<file path="config.mk">
export PLATFORM = sky130hd
export DESIGN_NAME = dual_counter_sched
export DESIGN_NICKNAME = d
export VERILOG_FILES = /design/src/rtl/dual_counter_sched.sv
export SDC_FILE = /design/constraint.sdc
export NUM_CORES = 1
export LEC_CHECK = 0
export CORE_MARGIN = 2
export CORE_UTILIZATION = 43
export DETAILED_ROUTE_END_ITERATION = 10
export MAX_ROUTING_LAYER = met4
export PLACE_DENSITY = 0.77
export SETUP_SLACK_MARGIN = 0.02
export SYNTH_ARGS = -nofsm -noshare
export SYNTH_HDL_FRONTEND = slang
export SYNTH_SLANG_ARGS = --single-unit
export TNS_END_PERCENT = 10
</file>
<file path="constraint.sdc">
create_clock -name CLK -period 1.85 [get_ports CLK]
set_input_delay 0.4625 -clock CLK [delete_from_list [all_inputs] [get_ports CLK]]
set_output_delay 0.4625 -clock CLK [all_outputs]
set_load 0.05 [all_outputs]
</file>
<file path="src/rtl/dual_counter_sched.sv">
// dual_counter_sched: round-robin scheduler sharing one external counter between two requesters.
// Optional watchdog enabled by defining DCS_WATCHDOG_EN.
//
// Ports:
//   CLK      in   1      clock, rising edge
//   nCLR     in   1      synchronous active-low reset
//   REQ      in   2      per-requester request, held until DONE/ERR
//   TGT0     in   WIDTH  requester 0 target, sampled at grant
//   TGT1     in   WIDTH  requester 1 target, sampled at grant
//   CNT_Q    in   WIDTH  counter value read back from the datapath
//   CNT_EN   out  1      counter increment enable (combinational)
//   CNT_CLR  out  1      counter synchronous clear (registered)
//   GNT      out  2      one-hot grant (registered)
//   DONE     out  2      one-cycle completion pulse
//   BUSY     out  1      scheduler not idle
//   ERR      out  1      watchdog abort pulse (0 without DCS_WATCHDOG_EN)
module dual_counter_sched #(
    parameter int WIDTH     = 4,
    parameter int WD_CYCLES = 64
) (
    input  logic             CLK,
    input  logic             nCLR,
    input  logic [1:0]       REQ,
    input  logic [WIDTH-1:0] TGT0,
    input  logic [WIDTH-1:0] TGT1,
    input  logic [WIDTH-1:0] CNT_Q,
    output logic             CNT_EN,
    output logic             CNT_CLR,
    output logic [1:0]       GNT,
    output logic [1:0]       DONE,
    output logic             BUSY,
    output logic             ERR
);

    localparam logic [1:0] S_IDLE  = 2'd0;
    localparam logic [1:0] S_CLEAR = 2'd1;
    localparam logic [1:0] S_RUN   = 2'd2;
    localparam logic [1:0] S_FIN   = 2'd3;

    logic [1:0]       state;
    logic             last;
    logic             win;
    logic [WIDTH-1:0] tgt_q;
    logic             pick;
    logic             owner_req;
    logic             match;

    // Sole requester wins; on a tie the one not served last wins.
    always_comb begin
        pick = ~last;
        if (REQ == 2'b01) begin
            pick = 1'b0;
        end else if (REQ == 2'b10) begin
            pick = 1'b1;
        end
    end

    assign owner_req = REQ[win];
    assign match     = (CNT_Q == tgt_q);
    assign CNT_EN    = (state == S_RUN) && !match && owner_req;
    assign BUSY      = (state != S_IDLE);

`ifdef DCS_WATCHDOG_EN
    localparam int WDW = $clog2(WD_CYCLES + 1);

    logic [WDW-1:0] wd_cnt;
    logic           err_q;

    assign ERR = err_q;
`else
    // Constant zero; the parameter is only meaningful with the watchdog.
    assign ERR = (WD_CYCLES < 0);
`endif

    always_ff @(posedge CLK) begin
        if (!nCLR) begin
            state   <= S_IDLE;
            last    <= 1'b1;
            win     <= 1'b0;
            tgt_q   <= '0;
            GNT     <= 2'b00;
            DONE    <= 2'b00;
            CNT_CLR <= 1'b0;
`ifdef DCS_WATCHDOG_EN
            wd_cnt  <= '0;
            err_q   <= 1'b0;
`endif
        end else begin
            DONE    <= 2'b00;
            CNT_CLR <= 1'b0;
`ifdef DCS_WATCHDOG_EN
            err_q   <= 1'b0;
`endif
            unique case (state)
                S_IDLE: begin
                    if (|REQ) begin
                        win     <= pick;
                        last    <= pick;
                        tgt_q   <= pick ? TGT1 : TGT0;
                        GNT     <= pick ? 2'b10 : 2'b01;
                        CNT_CLR <= 1'b1;
                        state   <= S_CLEAR;
                    end
                end
                S_CLEAR: begin
                    if (!owner_req) begin
                        GNT   <= 2'b00;
                        state <= S_IDLE;
                    end else begin
                        state <= S_RUN;
`ifdef DCS_WATCHDOG_EN
                        wd_cnt <= '0;
`endif
                    end
                end
                S_RUN: begin
                    if (!owner_req) begin
                        GNT   <= 2'b00;
                        state <= S_IDLE;
                    end else if (match) begin
                        GNT   <= 2'b00;
                        DONE  <= win ? 2'b10 : 2'b01;
                        state <= S_FIN;
                    end
`ifdef DCS_WATCHDOG_EN
                    else if (wd_cnt == WDW'(WD_CYCLES - 1)) begin
                        GNT   <= 2'b00;
                        err_q <= 1'b1;
                        state <= S_IDLE;
                    end else begin
                        wd_cnt <= wd_cnt + 1'b1;
                    end
`endif
                end
                S_FIN: begin
                    state <= S_IDLE;
                end
                default: begin
                    state <= S_IDLE;
                end
            endcase
        end
    end

endmodule

</file>
* After elaboration in Yosys (flattened, before gate mapping)
Index checks and enable logic that the tools add are counted.
W data, S select, Z words.
** Storage, ports and cells
- Word-level logic and storage cells :: 48
- ROM bits :: 0
- Output and inout port bits :: 8
- Bits in registers :: 13
- Latch bits :: 0
- Memory bits (writable) :: 0
- Input bits :: 16
- Memories :: 0
** Operators by class
- Div/mod/pow operators :: 0
- $mul :: 0
- Reductions and logical operators :: 12
- Equality and inequality tests :: 9
- $lt $le $gt $ge :: 1
- $add $sub $neg :: 0
- Mux-type cells :: 18
- Bitwise operators :: 1
- Shift-type cells :: 0
** Operators by type and width (number)
- $mux W2 :: 10
- $pmux W2 S4 :: 1
- $reduce_and A4 Y1 :: 2
- $eq A2 B2 Y1 const B :: 3
- $pmux W2 S3 :: 1
- $reduce_and A2 Y1 :: 3
- $mux W1 :: 5
- $eq A2 B1 Y1 const B :: 2
- $eq A4 B4 Y1 :: 1
- $mux W4 :: 1
- $ne A2 B2 Y1 const B :: 2
- $ne A3 B3 Y1 const B :: 1
- $reduce_bool A3 Y1 :: 1
- $logic_and A1 B1 Y1 :: 2
- $logic_not A2 Y1 :: 1
- $lt A1 B2 Y1 const B :: 1
- $reduce_bool A2 Y1 :: 1
- $reduce_or A2 Y1 :: 1
- $logic_not A1 Y1 :: 1
- $not A1 Y1 :: 1

* Depth between registers and ports, before layout
- Word-level depth :: 6
- Mapped depth :: 6
- Depth with buffers taken out :: 6

* Worst setup path before layout
Ideal clock, no wire load.
- Path type :: input to output
- From :: input port REQ[1]
- To :: output port CNT_EN
- Path slack :: 25 ps
- Arrival :: 1362 ps
- Path buffers :: 0
- Cell stages on the path :: 3
- Required time :: 1387 ps
- Cell sequence :: mux2_2 -> nand2_1 -> nor2_1
** Between the ends
- Cells in the longest elaborated chain, start to end :: 3
** RTL lines
- start: declaration :: line 23 : input logic [1:0] REQ,
- $mux W1 (implied by the code) (2 in a row) :: line 58 : assign owner_req = REQ[win];
- $logic_and A1 B1 Y1 :: line 60 : assign CNT_EN = (state == S_RUN) && !match && owner_req;
- end: declaration :: line 27 : output logic CNT_EN,
Every way passes these cells. The select of a mux whose other input is x is not followed.

* Worst setup path in the final report
- From :: input port CNT_Q[3]
- To :: output port CNT_EN
** Between the ends
- Cells in the longest elaborated chain, start to end :: 4
** RTL lines
- start: declaration :: line 26 : input logic [WIDTH-1:0] CNT_Q,
- $eq A4 B4 Y1 :: line 59 : assign match = (CNT_Q == tgt_q);
- $logic_not A1 Y1 :: line 60
- $logic_and A1 B1 Y1 (2 in a row) :: line 60
Every way passes these cells.

==> flow_results.org <==
** Final layout
- Ratio of cells with drive above 1 in the final layout :: about 30%
- FF/Latch Area :: approximately 260 um^2
- 0 antenna diodes ended up in the layout.
- Cells fill around 70% of the core in the end.
- Number of nets in the layout :: approximately 130
- Filler Cell Count :: around 110
- In the final layout, the multi-input gates occupy ~430 um^2.
- Relative to the synthesized area, the layout overhead comes to 50.6%.

** Detailed routing
- Final routed wire length divided by cell count :: between 10 and 15 um
- The final route contains 638 vias.
- In the routed design, unresolved DRC markers number 0.
- The first detailed-routing pass took 4 iterations.
- The routed design has about 1500 um of wire.
- Antenna-violating nets left :: 0
- Via/cell ratio :: between 4 and 5
- In this run, the number of DRC markers left after iteration 0 of detailed routing was 7.

** Logic synthesis
- Library cell occupying the most area in the post-synthesis netlist :: sky130_fd_sc_hd__dfxtp_1
- Post-synthesis simple-gate area fraction :: about a fifth
- Net count after synthesis :: a little under 100
- The Yosys step of the flow raised 0 warnings.
- By area, the combinational part of the netlist is dominated by simple AND/OR/NAND/NOR gates.
- Summing the areas of all fa, ha and maj instances in the mapped netlist gives a little over a tenth of the synthesized area.
- Of all flip-flops after synthesis, the portion carrying an async set or reset was 0%.
- Synthesis handed over a netlist of slightly below 80 instances.
- Summing the areas of all compound-gate instances in the mapped netlist gives 11.5% of the synthesized area.
- Commonest register cell after synthesis :: sky130_fd_sc_hd__dfxtp_1
- Flop and latch count out of synthesis :: 13
- Sorting the synthesized cells by area gives the leading types as sky130_fd_sc_hd__dfxtp_1 37%, sky130_fd_sc_hd__mux2i_1 10%, sky130_fd_sc_hd__ha_1 9.0%.
- Post-synth EDFFs :: 0
- In the post-synthesis netlist, the cell with the most instances is sky130_fd_sc_hd__dfxtp_1.
- Synth Area in XOR/XNOR :: slightly above 5%
- Each instance of the synthesized netlist takes up on average around 8.9 um^2.
- Counting instances in the post-synthesis netlist gives the leading cell types as 13 x sky130_fd_sc_hd__dfxtp_1, 10 x sky130_fd_sc_hd__nor2_1, 7 x sky130_fd_sc_hd__mux2i_1, 7 x sky130_fd_sc_hd__nand2_1.
- Multiplexer area fraction after synthesis :: between 10% and 20%
- Area share of the largest cell type after synthesis :: between 30% and 40%
- The synthesized netlist occupies a cell area of roughly 700 um^2.
- Fraction of the yosys area taken by sequential cells :: a little under two fifths
- The synthesized netlist contains 28 unique library cells.

** Clock network
- Maximum root-to-sink buffer count :: 2
- TritonCTS clock tree :: yes
- After clock tree synthesis, the clock-pin slew on the worst setup and hold paths is approximately 0.090 ns.
- In this run the number of H-tree levels came out at 1.
- In this run the clock root is driven by a sky130_fd_sc_hd__clkbuf_4.
- Clock latency reported for the late side of the worst-skew pair :: 0.27 ns
- In this run, post-CTS hold repair placed 0 buffers.
- CTS Buf Count :: 3
- Clock tree synthesis found a total of 13 sinks.

** Global routing
- Across every metal layer, demand over resource in global routing totals 17.5%.
- Vias in the first global route :: 570
- Entering global routing, the biggest net connects 9 pins.
- Global route total overflow :: 0
- Initial antenna violation count :: 0
- The first global-routing pass estimated about 2400 um of wire.

** Worst setup path
- Critical Path End Type :: output port
- Along the worst path, the maximum fanout reaches 2.
- Critical path data arrival time :: roughly 1.4 ns
- Kind of start point of the critical path :: input port
- Data on the critical path is required at its endpoint by about 1.4 ns.
- Crit path kind :: input port to output port

** Die
- The initialized floorplan defines 14 standard-cell rows.
- Starting utilization of the core area :: roughly 46%
- Width of the die :: 44.3 um
- The die covers approximately 2000 um^2.
- Number of primary I/O pins :: 24
- In this run the standard cell core region covers roughly 1500 um^2.
- Die Span Y :: 44.3 um

** Pwr
- Power Dens Cells :: around 720 nW/um^2
- Leakage power :: a little under 0.5 nW
- Peak supply drop :: approximately 0.00055 V

** STA
- Endpoints failing hold :: 0
- In the finished design, the share of the clock period the worst path needs comes to between 90% and 100%.
- Fmax :: roughly 540 MHz
- Clock Skew :: roughly 0.0012 ns
- The final number of max-transition violations is 0.
- After layout, the minimum clock period comes to 1.84 ns.
- Setup repair after global routing could not meet its margin everywhere.
- Summed negative setup slack over all endpoints :: 0 ns
- Number of setup violations in the final report :: 0

** Run status
- Outcome :: finished clean

** Placement
- At the end of routability-driven placement, the weighted congestion stood at about 0.77.
- Buffers added on ports :: 22
- Final HPWL from detailed placement :: 1190 um

** Job
- Max_cap viols :: 0

** Worst hold path
- HP Class :: flop to flop
sequential cells by signal (all words and copies together) (netlist names):
register,flops
tgt_q,4
GNT,2
state,2
CNT_CLR,1
win,1
DONE,2
last,1
repair_timing:
action                     CTS  global route
gates cloned                 0             0
buffers inserted             1             0
pin swaps                    5             2
gates resized for setup     18             5
setup endpoints to repair    1             2
report_power, final:
group / switching [mW] / leakage [nW] / internal, mW / total [mW]
logic: 0.131 / 0.369 / 0.120 / 0.251
registers: 0.0201 / 0.108 / 0.308 / 0.328
clock network: 0.0957 / 0.0150 / 0.0832 / 0.179
total: 0.247 / 0.492 / 0.511 / 0.758
worst max-delay path, cell delays in order:
cell and delay (ns):
sky130_fd_sc_hd__clkdlybuf4s15_1 0.17, sky130_fd_sc_hd__xor2_1 0.15, sky130_fd_sc_hd__nor4_2 0.35, sky130_fd_sc_hd__nor2_2 0.08
sky130_fd_sc_hd__buf_12 0.16
final timing paths:
check             startpoint      to  slack, ns  depth (start not counted)
setup / recovery    CNT_Q[3]  CNT_EN      0.009                          5
hold / removal        GNT[0]  GNT[0]       0.46                          2
setup reg to reg    state[0]  GNT[1]       0.23                          7
hold reg to reg       GNT[0]  GNT[0]       0.46                          2
cells in the final DEF (no fill, tap or decap), types with 3 or more instances in the layout:
cell | synthesis | layout
sky130_fd_sc_hd__mux2i_1 | 7 | 7
sky130_fd_sc_hd__buf_4 | 1 | 15
sky130_fd_sc_hd__nand2_1 | 7 | 6
sky130_fd_sc_hd__nor2_1 | 10 | 9
sky130_fd_sc_hd__inv_1 | 4 | 3
sky130_fd_sc_hd__xor2_1 | 4 | 3
sky130_fd_sc_hd__dfxtp_2 | 0 | 3
sky130_fd_sc_hd__clkbuf_4 | 0 | 3
sky130_fd_sc_hd__a21oi_1 | 3 | 3
sky130_fd_sc_hd__dfxtp_1 | 13 | 10
sky130_fd_sc_hd__a211oi_1 | 5 | 5
sky130_fd_sc_hd__ha_1 | 5 | 4
sky130_fd_sc_hd__clkdlybuf4s50_1 | 0 | 9
through the flow:
stage | std cells | area, um^2 | setup slack, ns | power [mW] | hold WS (ns)
after floorplan | 78 | 697 | 0.0250 | 0.476 | 0.433
after CTS | 128 | 1040 | 0.0238 | 0.759 | 0.465
after global routing | 128 | 1050 | -0.0386 | 0.809 | 0.501
final | 128 | 1050 | 0.00928 | 0.758 | 0.458
after global placement | 123 | 1000 | -0.253 | 0.574 | 0.448
after detailed placement | 123 | 1000 | -0.247 | 0.578 | 0.454
layout make-up:
| type | instances | area share (%) |
|---|---|---|
| Multi-Input combinational cell | 58 | 41.0 |
| Timing Repair Buffer | 32 | 27.7 |
| Sequential cell | 13 | 25.1 |
| Clock buffer | 4 | 2.50 |
| Tap cell | 16 | 1.91 |
| Inverter | 5 | 1.79 |
cell families (layout without fill, tap and decap cells):
logic type,after synthesis,after routing
flops,13,13
buf+inv,7,41
simple gates,27,27
xor+xnor,4,4
fa+ha+maj,6,6
mux,8,8
compound gates,12,12
other cells,1,1
routing by layer:
metal,share of wire [%],track usage (%)
met5,0,-
met4,1.8,9.09
met3,3.3,2.45
met2,49,26.8
met1,46,22.4
No activity file was read; power rests on OpenSTA's default activity.
==> patch, RTL diff (same flow settings) <==
Build with the macro `DCS_WATCHDOG_EN` defined.
--- a/src/rtl/dual_counter_sched.sv
+++ b/src/rtl/dual_counter_sched.sv
@@ -16,2 +16,4 @@
 //   ERR      out  1      watchdog abort pulse (0 without DCS_WATCHDOG_EN)
+`define DCS_WATCHDOG_EN
+
 module dual_counter_sched #(
Check against the original RTL: no difference found for any inputs over 10 cycles, from zero or initial values; that may be too few to reach the edited logic, so the function may still have changed.
==> patch against the original RTL <==
- the run now ends with negative setup slack left
- worst setup slack got worse by 50 ps
- final cell count is 57% higher
- critical path depth is 1 lower
- wire length rose by 85%
- global-route usage grew 5.6 points
- area after synthesis is 50% higher
- sequential cell count is 8 higher
- count of clock-buffer cells in the layout decreased by 1
- total power up 40%
- worst hold slack improved by 6.6 ps
- cell area grew 60%
- largest power group unchanged
==> patch: results (changes against the original RTL) <==
grt_pass1_wl_um: 4710  # +96%
clock_latency_ps: 310  # +40 ps
port_buffers: 23  # +4.5%
wl_per_cell_um: 13.8  # +18%
crit_slowest_cell: "dfxtp_2"
grt_usage: 0.232  # +0.0564
dp_hpwl_um: 1960  # +65%
clk_path_buf_depth: 2  # unchanged
arrival_ps: 1430  # +50 ps
setup_violations: 3  # +3
power_density_nw_per_um2: 629  # -13%
cts_tree: "yes"
yosysWarningCount: 0  # unchanged
timing.final.ws_setup_ps: -40.6  # -49.8 ps
antenna_found_initial: 0  # unchanged
hold_path_class: "register to register"
nNetsFinal: 195  # +46%
ys_top_cells_by_count: "21 x dfxtp_1, 11 x nand2_1, 11 x nor2_1"
synth_cell_type_count: 33  # +18%
n_antenna_cell: 0  # unchanged
first_iter_violations: 31  # +24
dr.pass1.iters: 4  # unchanged
irDropWorstVdd_mv: 0.532  # -3.2%
synth_fp_nets: 137  # +38%
gp_congestion: 0.874  # +13%
leakage_nw: 0.703  # +43%
path_max_fanout: 2  # unchanged
viasPerCell: 5.28  # +5.9%
ys_top_cells_by_area: "dfxtp_1 40%, ha_1 6.0%, nand2_1 4.0%, nor2_1 4.0%, a21oi_1 3.8%"
drive_gt1_frac: 0.434  # +0.130
yosysSeqAreaShare: 0.403  # +0.0294
grt_max_degree: 15  # +6
maxSlewHeadroom: 0.656
reg_top3: "wd_cnt: 7 flops, tgt_q: 4 flops"
outcome: "finished, violations left"
skew_ps: 6.56  # +5.33 ps
violations: "negative setup slack"
synth_area_um2: 1040  # +50%
place_area_um2: 1500  # +50%
cpPeakStageDelay_ps: 360
grt_pass1_vias: 1107  # +94%
cts-root-buf: "clkbuf_4"
cts_buffers: 3  # unchanged
fillCellCount: 177  # +57%
async_flop_share: 0  # unchanged
path_clk_slew_ps: 130  # +40 ps
h-tree-depth: 1  # unchanged
==> patch: routing by layer <==
layer,GRT usage,routed length [um],part of all wire
met4,0.0897,36,0.013
met3,0.0254,121,0.044
met5,-,0,0
met1,0.273,1230,0.44
met2,0.401,1390,0.50
==> patch: cells by family (layout without fill, tap and decap cells) <==
group | after synthesis | in the layout | synth area share
simple gates | 43 | 43 | 0.224
fa+ha+maj | 6 | 6 | 0.0695
xor+xnor | 4 | 4 | 0.0336
compound gates | 29 | 29 | 0.185
buf+inv | 7 | 64 | 0.0252
flops | 21 | 21 | 0.403
mux | 6 | 6 | 0.0600
==> patch: final cells by class <==
| cell class | count | share of cell area |
|---|---|---|
| Clock buffer | 3 | 0.0134 |
| Clock inverter | 1 | 0.00298 |
| Inverter | 6 | 0.0134 |
| Multi-Input combinational cell | 88 | 0.425 |
| Sequential cell | 21 | 0.254 |
| Tap cell | 28 | 0.0208 |
| Timing Repair Buffer | 54 | 0.271 |
==> patch: where the power goes <==
part | internal, mW | switching (mW) | leakage (nW)
registers | 0.481 | 0.0235 | 0.173
clock network | 0.0808 | 0.149 | 0.0177
logic | 0.158 | 0.166 | 0.512
==> patch: final timing paths <==
path,start,end,cells past startpoint,slack [ps]
min reg2reg,win,DONE[0],1,460
max reg2reg,tgt_q[3],GNT[1],6,-20
min,win,DONE[0],1,460
max,tgt_q[3],CNT_EN,4,-40
==> patch: worst max-delay path: cells and delay by family (launching register included) <==
| kind | cells | cell delay (ps) |
|---|---|---|
| buf+inv | 1 | 160 |
| simple gates | 2 | 440 |
| flops | 1 | 360 |
| xor+xnor | 1 | 150 |
==> patch: repair_timing <==
item	CTS	global route
pin swaps	9	7
buffers inserted	6	0
endpoints found under the setup margin	12	14
gates resized for setup	25	16
==> patch: metrics by stage <==
stage / worst slack, ps / TNS (ps) / std cells
after floorplan: -86.9 / -230 / 116
after global placement: -441 / -5540 / 191
after detailed placement: -550 / -6720 / 191
after CTS: -49.1 / -84.0 / 201
after global routing: -111 / -537 / 201
final: -40.6 / -80.7 / 201
